## config.mk

```make
export PLATFORM = sky130hd
export DESIGN_NAME = seq_match_ctrl
export DESIGN_NICKNAME = d
export VERILOG_FILES = /design/src/rtl/seq_match_ctrl.sv
export SDC_FILE = /design/constraint.sdc
export NUM_CORES = 1
export LEC_CHECK = 0
export CAP_MARGIN = 20
export CORE_ASPECT_RATIO = 1.1
export CORE_MARGIN = 4
export CORE_UTILIZATION = 56
export CTS_BUF_LIST = sky130_fd_sc_hd__clkbuf_16
export CTS_CLUSTER_SIZE = 28
export DETAILED_ROUTE_END_ITERATION = 16
export PLACE_DENSITY = 0.88
export SYNTH_ARGS = -nofsm -noshare
export SYNTH_HDL_FRONTEND = slang
export SYNTH_SLANG_ARGS = --single-unit
```

## constraint.sdc

```tcl
create_clock -name clk -period 3.02 [get_ports clk]
set_clock_uncertainty 0.15 [all_clocks]
set_input_delay 0.302 -clock clk [delete_from_list [all_inputs] [get_ports clk]]
set_output_delay 0.302 -clock clk [all_outputs]
set_load 0.01 [all_outputs]
```

## src/rtl/seq_match_ctrl.sv

```systemverilog
// seq_match_ctrl: run-time-configurable serial bit-pattern match controller.
// Takes a one-shot scan command over cfg_valid/cfg_ready, counts pattern
// hits in a qualified serial stream, and ends the scan on target count,
// timeout or abort with a one-cycle done pulse and a status code.
// Optional build macro: SEQ_MATCH_POS_EN adds the first_pos output.
module seq_match_ctrl #(
  parameter int MAX_LEN = 8,
  parameter int CNT_W   = 8,
  parameter int TMO_W   = 16,
  localparam int LEN_W  = $clog2(MAX_LEN) + 1
) (
  input  logic               clk,
  input  logic               rst,
  input  logic               cfg_valid,
  output logic               cfg_ready,
  input  logic [MAX_LEN-1:0] cfg_pattern,
  input  logic [LEN_W-1:0]   cfg_len,
  input  logic               cfg_overlap,
  input  logic [CNT_W-1:0]   cfg_target,
  input  logic [TMO_W-1:0]   cfg_timeout,
  input  logic               abort,
  input  logic               bit_valid,
  input  logic               bit_in,
  output logic               busy,
  output logic               match,
  output logic [CNT_W-1:0]   match_cnt,
  output logic               done,
`ifdef SEQ_MATCH_POS_EN
  output logic [TMO_W-1:0]   first_pos,
`endif
  output logic [1:0]         done_status
);

  typedef enum logic [1:0] {
    S_IDLE = 2'd0,
    S_SCAN = 2'd1,
    S_DONE = 2'd2
  } state_e;

  localparam logic [1:0] ST_TARGET  = 2'b00;
  localparam logic [1:0] ST_TIMEOUT = 2'b01;
  localparam logic [1:0] ST_ABORT   = 2'b10;
  localparam logic [1:0] ST_BADCFG  = 2'b11;

  localparam logic [LEN_W-1:0] MAX_LEN_L = LEN_W'(MAX_LEN);
  localparam logic [CNT_W-1:0] CNT_MAX   = '1;

  state_e             state_q, state_d;
  logic [MAX_LEN-1:0] pat_q, pat_d;
  logic [LEN_W-1:0]   len_q, len_d;
  logic               ovl_q, ovl_d;
  logic [CNT_W-1:0]   tgt_q, tgt_d;
  logic [TMO_W-1:0]   tmo_q, tmo_d;
  logic [MAX_LEN-1:0] hist_q, hist_d;
  logic [LEN_W-1:0]   fill_q, fill_d;
  logic [TMO_W-1:0]   timer_q, timer_d;
  logic               match_q, match_d;
  logic [CNT_W-1:0]   cnt_q, cnt_d;
  logic [1:0]         status_q, status_d;
`ifdef SEQ_MATCH_POS_EN
  logic [TMO_W-1:0]   bit_cnt_q, bit_cnt_d;
  logic [TMO_W-1:0]   first_pos_q, first_pos_d;
`endif

  // Helper terms for the bit evaluated at this edge.
  logic [MAX_LEN-1:0] hist_new;
  logic [MAX_LEN-1:0] len_mask;
  logic [LEN_W-1:0]   fill_inc;
  logic [TMO_W-1:0]   timer_inc;
  logic               hit;
  logic               target_hit;
  logic               tmo_hit;
  logic               bad_cfg;

  // Pattern compare: history (including the incoming bit) against the low len bits.
  always_comb begin
    // NOTE: every combinational output gets a default first so no path leaves it unassigned and infers a latch.
    len_mask = '0;
    for (int i = 0; i < MAX_LEN; i++) begin
      len_mask[i] = (i < int'(len_q));
    end
    hist_new   = {hist_q[MAX_LEN-2:0], bit_in};
    fill_inc   = (fill_q == MAX_LEN_L) ? fill_q : fill_q + LEN_W'(1);
    timer_inc  = timer_q + TMO_W'(1);
    hit        = bit_valid && (fill_inc >= len_q) &&
                 ((hist_new & len_mask) == (pat_q & len_mask));
    target_hit = hit && (tgt_q != '0) &&
                 (({1'b0, cnt_q} + (CNT_W+1)'(1)) == {1'b0, tgt_q});
    tmo_hit    = (tmo_q != '0) && (timer_inc == tmo_q);
    bad_cfg    = (cfg_len == '0) || (cfg_len > MAX_LEN_L);
  end

  // Next-state and datapath updates for IDLE / SCAN / DONE.
  always_comb begin
    state_d  = state_q;
    pat_d    = pat_q;
    len_d    = len_q;
    ovl_d    = ovl_q;
    tgt_d    = tgt_q;
    tmo_d    = tmo_q;
    hist_d   = hist_q;
    fill_d   = fill_q;
    timer_d  = timer_q;
    match_d  = 1'b0;
    cnt_d    = cnt_q;
    status_d = status_q;
`ifdef SEQ_MATCH_POS_EN
    bit_cnt_d   = bit_cnt_q;
    first_pos_d = first_pos_q;
`endif
    unique case (state_q)
      S_IDLE: begin
        if (cfg_valid) begin
          pat_d    = cfg_pattern;
          len_d    = cfg_len;
          ovl_d    = cfg_overlap;
          tgt_d    = cfg_target;
          tmo_d    = cfg_timeout;
          hist_d   = '0;
          fill_d   = '0;
          timer_d  = '0;
          cnt_d    = '0;
          status_d = ST_TARGET;
`ifdef SEQ_MATCH_POS_EN
          bit_cnt_d   = '0;
          first_pos_d = '0;
`endif
          if (bad_cfg) begin
            status_d = ST_BADCFG;
            state_d  = S_DONE;
          end else begin
            state_d  = S_SCAN;
          end
        end
      end
      S_SCAN: begin
        timer_d = timer_inc;
        if (abort) begin
          // The bit presented with abort is dropped.
          status_d = ST_ABORT;
          state_d  = S_DONE;
        end else begin
          if (bit_valid) begin
            hist_d = hist_new;
            fill_d = fill_inc;
`ifdef SEQ_MATCH_POS_EN
            bit_cnt_d = bit_cnt_q + TMO_W'(1);
`endif
            if (hit) begin
              match_d = 1'b1;
              cnt_d   = (cnt_q == CNT_MAX) ? cnt_q : cnt_q + CNT_W'(1);
              // Non-overlapping mode: the next match must start from fresh bits.
              if (!ovl_q) fill_d = '0;
`ifdef SEQ_MATCH_POS_EN
              if (cnt_q == '0) first_pos_d = bit_cnt_q + TMO_W'(1);
`endif
            end
          end
          if (target_hit) begin
            status_d = ST_TARGET;
            state_d  = S_DONE;
          end else if (tmo_hit) begin
            status_d = ST_TIMEOUT;
            state_d  = S_DONE;
          end
        end
      end
      S_DONE: begin
        state_d = S_IDLE;
      end
      default: begin
        state_d = S_IDLE;
      end
    endcase
  end

  // State and datapath registers, cleared asynchronously by rst.
  always_ff @(posedge clk or posedge rst) begin
    if (rst) begin
      state_q  <= S_IDLE;
      pat_q    <= '0;
      len_q    <= '0;
      ovl_q    <= 1'b0;
      tgt_q    <= '0;
      tmo_q    <= '0;
      hist_q   <= '0;
      fill_q   <= '0;
      timer_q  <= '0;
      match_q  <= 1'b0;
      cnt_q    <= '0;
      status_q <= '0;
`ifdef SEQ_MATCH_POS_EN
      bit_cnt_q   <= '0;
      first_pos_q <= '0;
`endif
    end else begin
      // NOTE: non-blocking assignments so every register samples the pre-edge values of the others.
      state_q  <= state_d;
      pat_q    <= pat_d;
      len_q    <= len_d;
      ovl_q    <= ovl_d;
      tgt_q    <= tgt_d;
      tmo_q    <= tmo_d;
      hist_q   <= hist_d;
      fill_q   <= fill_d;
      timer_q  <= timer_d;
      match_q  <= match_d;
      cnt_q    <= cnt_d;
      status_q <= status_d;
`ifdef SEQ_MATCH_POS_EN
      bit_cnt_q   <= bit_cnt_d;
      first_pos_q <= first_pos_d;
`endif
    end
  end

  // Outputs decoded from registered state only.
  always_comb begin
    cfg_ready   = (state_q == S_IDLE);
    busy        = (state_q != S_IDLE);
    done        = (state_q == S_DONE);
    match       = match_q;
    match_cnt   = cnt_q;
    done_status = status_q;
`ifdef SEQ_MATCH_POS_EN
    first_pos   = first_pos_q;
`endif
  end

endmodule

```

==> results of run 1 <==
[metal layers]
| layer | vias to the layer above | GRT usage | share of wire |
|---|---|---|---|
| met5 | - | 0 | 0 |
| met4 | 0 | 0.123 | 0.030 |
| met3 | 31 | 0.0379 | 0.064 |
| met2 | 168 | 0.426 | 0.51 |
| met1 | 1941 | 0.310 | 0.40 |
| li1 | 1873 | - | - |
[area by class of cell]
type,instances,area (µm²),area share
Multi-Input combinational cell,400,2350,0.433
Sequential cell,77,1930,0.355
Timing Repair Buffer,66,648,0.119
Clock buffer,9,225,0.0415
Tap cell,105,131,0.0242
Clock inverter,7,90.1,0.0166
Inverter,15,56.3,0.0104
[repair_timing]
action,4_1_cts,5_1_grt
endpoints found under the setup margin,0,4
gates resized for setup,0,2
buffers inserted,0,2
[final timing paths]
path,end,slack [ns],cells after the start
hold reg to reg,ovl_q,0.34,2
max in group asynchronous,timer_q[7],1.86,3
setup / recovery,match_cnt[3],0.17,14
setup reg to reg,match_cnt[3],0.17,14
min in group clk,pat_q[0],0.34,3
hold / removal,fill_q[2],0.19,2
[cell usage after synthesis, drive strengths merged (3+ instances only)]
cell    number
ha           8
o31ai        4
xnor2       27
and2         3
buf         11
a22o         4
dfrtp       77
a211oi       5
nor3        12
nor4         8
nand2      152
inv         15
nand3       20
xor2        13
o21ai       45
nand4        7
clkbuf      14
a21oi       12
nor2        21
nor2b        4
or4          4
nand2b       9
o22ai        6
a21o         4
[worst max-delay path, cell delays in order, from the launching register on]
cell	delay, ns
dfrtp_1	0.38
inv_1	0.08
ha_1	0.20
nand2_1	0.09
nor2_1	0.06
xnor2_1	0.14
ha_1	0.29
nand2b_1	0.12
a211oi_2	0.07
o21bai_1	0.18
and4_4	0.26
o22ai_2	0.09
buf_4	0.18
or4_1	0.40
o21ai_1	0.09
[state kept, by name (all words and copies together), names as in the netlist, 4 cells and up]
signal     count
fill_q         4
tgt_q          8
len_q          4
tmo_q         16
timer_q       16
hist_q         7
match_cnt      8
pat_q          8
[per-stage QoR]
step	worst slack (ns)	std cells
2_1_floorplan	0.439	517
3_3_place_gp	0.279	661
3_5_place_dp	0.166	661
4_1_cts	0.0628	677
5_1_grt	0.0334	679
6_report	0.166	679
[power by group]
group / leakage (nW) / total, mW / internal [mW] / switching, mW
logic: 1.27 / 1.57 / 0.701 / 0.868
registers: 1.01 / 1.68 / 1.32 / 0.353
clock network: 0.157 / 1.15 / 0.720 / 0.432
total: 2.44 / 4.40 / 2.74 / 1.65
[cells by family after synthesis]
kind of cell	count (synthesis)	share of synthesized area
mux	2	0.00479
flops	77	0.434
fa+ha+maj	8	0.0225
compound gates	97	0.139
buf+inv	40	0.0411
simple gates	252	0.273
xor+xnor	41	0.0856
[cell usage in the layout (no fill, tap or decap), types with 7 or more instances in the layout]
cell and instances:
nand2_1 151, dfrtp_1 77, clkdlybuf4s50_1 56, o21ai_0 44
xnor2_1 26, nor2_1 21, nand3_1 19, inv_1 15
xor2_1 13, a21oi_1 11, nor3_1 10, clkbuf_16 9
buf_4 9, nand2b_1 8, ha_1 8, nor4_1 7
==> results.toml, run 1 <==
[status]
status = "finished, final reports clean"

[global_route]
grt_max_degree = 53
antenna_found_initial = 0
grt.total_usage = 0.249
vias_in_the_first_global_route = 4100
global_route.overflow_total = 0
global_route_wire_length_before_repair_mm = 18.7

[worst_setup_path]
cp-start-kind = "flop"
cp_max_fo = 9
worstSetupEndpointType = "flop"
worstPathRequired_ns = 3.14
crit_path_start = "fill_q[0]"
critical_path_class = "flop to flop"
cp_data_arrival_time_ns = 2.97
critical_path.reg2reg.startpoint = "fill_q[0]"

[cts]
cts-root-buf = "clkbuf_16"
htree_levels = 3
ctsLongestPathBuffers = 2
clkSinkCount = 77
cts_tree = "done"
cts.clk_slew.worst_paths_ns = 0.06
cts_made_buffers = 9
hold_buffers = 0
insertion_delay_ns = 0.34

[timing]
unrepaired_setup_endpoints_after_global_routing = "no"
final_hold_violating_endpoints = 0
fin_tns_setup_ns = 0
holdWs_ns = 0.186
period_needed_ns = 2.85
fraction_of_the_cycle_the_final_worst_path_needs = 0.945
timing.final.max_slew_violations = 0
slew_headroom = 0.452
setup_viol = 0
worstMarginPinSlew_ns = 0.820
achievable-frequency_mhz = 350

[synth]
yosys.area.top_type = "dfrtp_1"
synth_top_cells_by_area = "dfrtp_1 (43%), nand2_1 (13%), xnor2_1 (5.1%)"
yosys_warnings = 0
number_of_register_bits_inferred_by_synthesis = 77
postSynthAreaPerCell_um2 = 8.60
synth-edff-count = 0
synthDominantCellAreaShare = 0.434
synth.yosys.seq_area_share = 0.434
ys_async_sr_fraction = 1.00
postSynth.topFlopCell = "dfrtp_1"
synth_cells = 517
mappedNetlistArea_um2 = 4440
synth_unique_cells = 67
syn-num-nets = 568

[place]
gp_congestion = 0.940
placement.io_buffers = 56
hpwlAfterDp_mm = 7.86
dpl_cell_area_um2 = 5080

[layout]
area_delta_synth_final_pct = 22.0
layout-drive-gt1-share = 0.0801
antenna-diode-count = 0
num-nets-final = 620
layout.core_utilization = 0.714
filler_cell_count = 562
stdcell_area_um2 = 5420

[drt]
dr_total_vias = 4013
wl_mm = 11.1
drt_drc_violations_left = 0
routed_wire_length_per_instance_um = 16.4
drt_first_iter_violations = 266
dr.pass1.iters = 5
detail_route.vias_per_cell = 5.91
postRouteAntennaNets = 0

[die]
ioPinCount = 57
die_area_um2 = 9430
core.rowCount = 33
die_height_um = 101
die_x_um = 92.9
core-area_um2 = 7600
floorplan.initialDensity = 0.585

[pwr]
peakVddDrop_uv = 455
leakagePower_nw = 2.44
power.density_cell_area_nw_per_um2 = 811
finalPower_mw = 4.40

[flow_run]
max-cap-violations = 0

[worst_hold_path]
holdCritPathClass = "input pin to async pin"
No activity file was read; power rests on OpenSTA's default activity.
==> inputs of run 2 (changes only) <==
--- a/config.mk
+++ b/config.mk
@@ -13,6 +13,7 @@
 export CTS_CLUSTER_SIZE = 28
 export DETAILED_ROUTE_END_ITERATION = 16
 export PLACE_DENSITY = 0.88
+export SETUP_SLACK_MARGIN = 0.02
 export SYNTH_ARGS = -nofsm -noshare
 export SYNTH_HDL_FRONTEND = slang
 export SYNTH_SLANG_ARGS = --single-unit
==> constraint.sdc (replaced) <==
create_clock -name clk -period 2.7 [get_ports clk]
set_clock_uncertainty 0.15 [all_clocks]
set_input_delay 0.27 -clock clk [delete_from_list [all_inputs] [get_ports clk]]
set_output_delay 0.27 -clock clk [all_outputs]
set_load 0.01 [all_outputs]
==> results.toml, run 2 (same netlist as run 1, synthesis figures left out) <==
[cts]
cts-root-buf = "clkbuf_16"
ctsLongestPathBuffers = 2
htree_levels = 3
cts.clk_slew.worst_paths_ns = 0.06
insertion_delay_ns = 0.34
clkSinkCount = 77
cts_tree = "done"
hold_buffers = 0
cts_made_buffers = 9

[timing]
fin_tns_setup_ns = -0.0545
timing.final.max_slew_violations = 0
slew_headroom = 0.653
final_critical_path_setup_slack_ns = -0.0282
holdWs_ns = 0.0981
worstMarginPinSlew_ns = 0.519
unrepaired_setup_endpoints_after_global_routing = "yes"
achievable-frequency_mhz = 367
fraction_of_the_cycle_the_final_worst_path_needs = 1.01
final_hold_violating_endpoints = 0
period_needed_ns = 2.73
setup_viol = 3

[place]
hpwlAfterDp_mm = 8.13
placement.io_buffers = 56
gp_congestion = 0.920
total_placed_cells_including_tap_cells = 676

[die]
die_x_um = 92.9
die_height_um = 101
ioPinCount = 57
core-area_um2 = 7600
core.rowCount = 33
floorplan.initialDensity = 0.585
die_area_um2 = 9430

[flow_run]
max-cap-violations = 0

[layout]
area_delta_synth_final_pct = 27.4
layout-drive-gt1-share = 0.134
mostFrequentLayoutCells = "nand2_1 (149), dfrtp_1 (77), clkdlybuf4s50_1 (56)"
final_common_cell = "nand2_1"
largestRegisters = "timer_q: 16 flops, tmo_q: 16 flops"
num-nets-final = 637
finalNonFillerCells = 696
antenna-diode-count = 0

[pwr]
p_switching_mw = 1.91
pwr-share-clk = 0.249
leakagePower_nw = 2.56
combPwrFrac = 0.380
peakVddDrop_uv = 501
power.density_cell_area_nw_per_um2 = 896
cell_internal_pwr_mw = 3.16
share_seq_of_total_power = 0.371
power.share.switching = 0.376

[worst_setup_path]
cp_data_arrival_time_ns = 2.81
cp_max_fo = 8
worstSetupEndpointType = "flop"
critical_path_class = "flop to flop"
max_stage_delay_ns = 0.40
path_cells = "buf_4 -> ha_2 -> nand3_1 -> o21a_1 -> inv_1 -> ha_1 -> o21ai_1 -> o21bai_1 -> and4_4 -> o22ai_4 -> buf_12 -> o21bai_1 -> a21o_1"
cp-start-kind = "flop"
worstPathRequired_ns = 2.78
cpMaxStageDelayCell = "dfrtp_1"
crit_path_frequent_cell = "o21bai_1"
r2r_cells = 13

[drt]
dr_total_vias = 4085
dr.pass1.iters = 7
postRouteAntennaNets = 0
wl_mm = 11.8
drt_drc_violations_left = 0
drt_first_iter_violations = 373
routed_wire_length_per_instance_um = 16.9
detail_route.vias_per_cell = 5.87

[global_route]
global_route_wire_length_before_repair_mm = 19.1
antenna_found_initial = 0
grt_max_degree = 40
global_route.overflow_total = 0
vias_in_the_first_global_route = 3983
grt.total_usage = 0.259

[status]
violated_checks = "negative setup slack"
status = "finished with violations"

[worst_hold_path]
holdCritPathClass = "input pin to async pin"
run 2: area by class of cell:
cell class,instances,area (µm²)
fillers,520,1940
clock inverters,7,83.8
well taps,105,131
clock buffers,9,225
multi-input cells,400,2450
repair buffers,83,788
inverters,15,56.3
flip-flops and latches,77,1930
run 2: routing by layer:
layer	up-vias	wire, µm	global-route usage	share of wire
li1	1906	-	-	-
met1	1968	4770	0.320	0.41
met2	173	5950	0.436	0.51
met3	38	668	0.0446	0.057
met4	0	380	0.136	0.032
met5	-	0	0	0
run 2: critical path, delay by kind of cell, from the launching register on:
kind | cells | cell delay (ns)
AO/OA/AOI/OAI | 6 | 0.85
adder cells (fa/ha/maj) | 2 | 0.47
flip-flops | 1 | 0.40
AND/OR/NAND/NOR | 2 | 0.40
buffers and inverters | 3 | 0.36
run 2: power groups by stage:
| stage | Clock, mW | Sequential, mW | Combinational [mW] |
|---|---|---|---|
| floorplan | 0 | 1.78 | 1.22 |
| CTS | 1.27 | 1.86 | 1.88 |
| finish | 1.26 | 1.88 | 1.93 |
| detailed placement | 0 | 1.87 | 1.75 |
| global placement | 0 | 1.85 | 1.66 |
| global route | 1.32 | 1.92 | 2.12 |
run 2: worst paths after layout:
path                          startpoint            to  slack, ns
setup / recovery               fill_q[0]  match_cnt[7]      -0.03
hold / removal                       rst      len_q[2]        0.1
setup reg to reg               fill_q[0]  match_cnt[7]      -0.03
hold reg to reg                    ovl_q         ovl_q       0.33
max in group asynchronous            rst    timer_q[9]       1.66
min in group clk           cfg_target[2]      tgt_q[2]       0.31
run 2: what timing repair did:
action                     in CTS  in global routing
pin swaps                      13                  8
cloned                          0                  0
resized for setup              16                 15
buffers inserted                5                  0
setup endpoints to repair      12                 14
run 2: per-stage QoR:
step                utilization  setup slack (ns)  area (µm²)  power [mW]
floorplan                     -             0.119        4440        3.00
global placement          0.685            0.0115        5210        3.51
detailed placement        0.685            -0.198        5210        3.62
CTS                       0.740           -0.0172        5620        5.01
global route              0.745            -0.161        5660        5.37
finish                    0.745           -0.0282        5660        5.07
==> inputs of run 3 (changes only) <==
--- a/config.mk
+++ b/config.mk
@@ -10,10 +10,12 @@
 export CORE_MARGIN = 4
 export CORE_UTILIZATION = 56
 export CTS_BUF_LIST = sky130_fd_sc_hd__clkbuf_16
+export CTS_CLUSTER_DIAMETER = 100
 export CTS_CLUSTER_SIZE = 28
 export DETAILED_ROUTE_END_ITERATION = 16
 export PLACE_DENSITY = 0.88
 export SETUP_SLACK_MARGIN = 0.02
+export SLEW_MARGIN = 10
 export SYNTH_ARGS = -nofsm -noshare
 export SYNTH_HDL_FRONTEND = slang
 export SYNTH_SLANG_ARGS = --single-unit
==> results of run 3 <==
The final DEF is identical to that of run 2; final timing and power are the same.
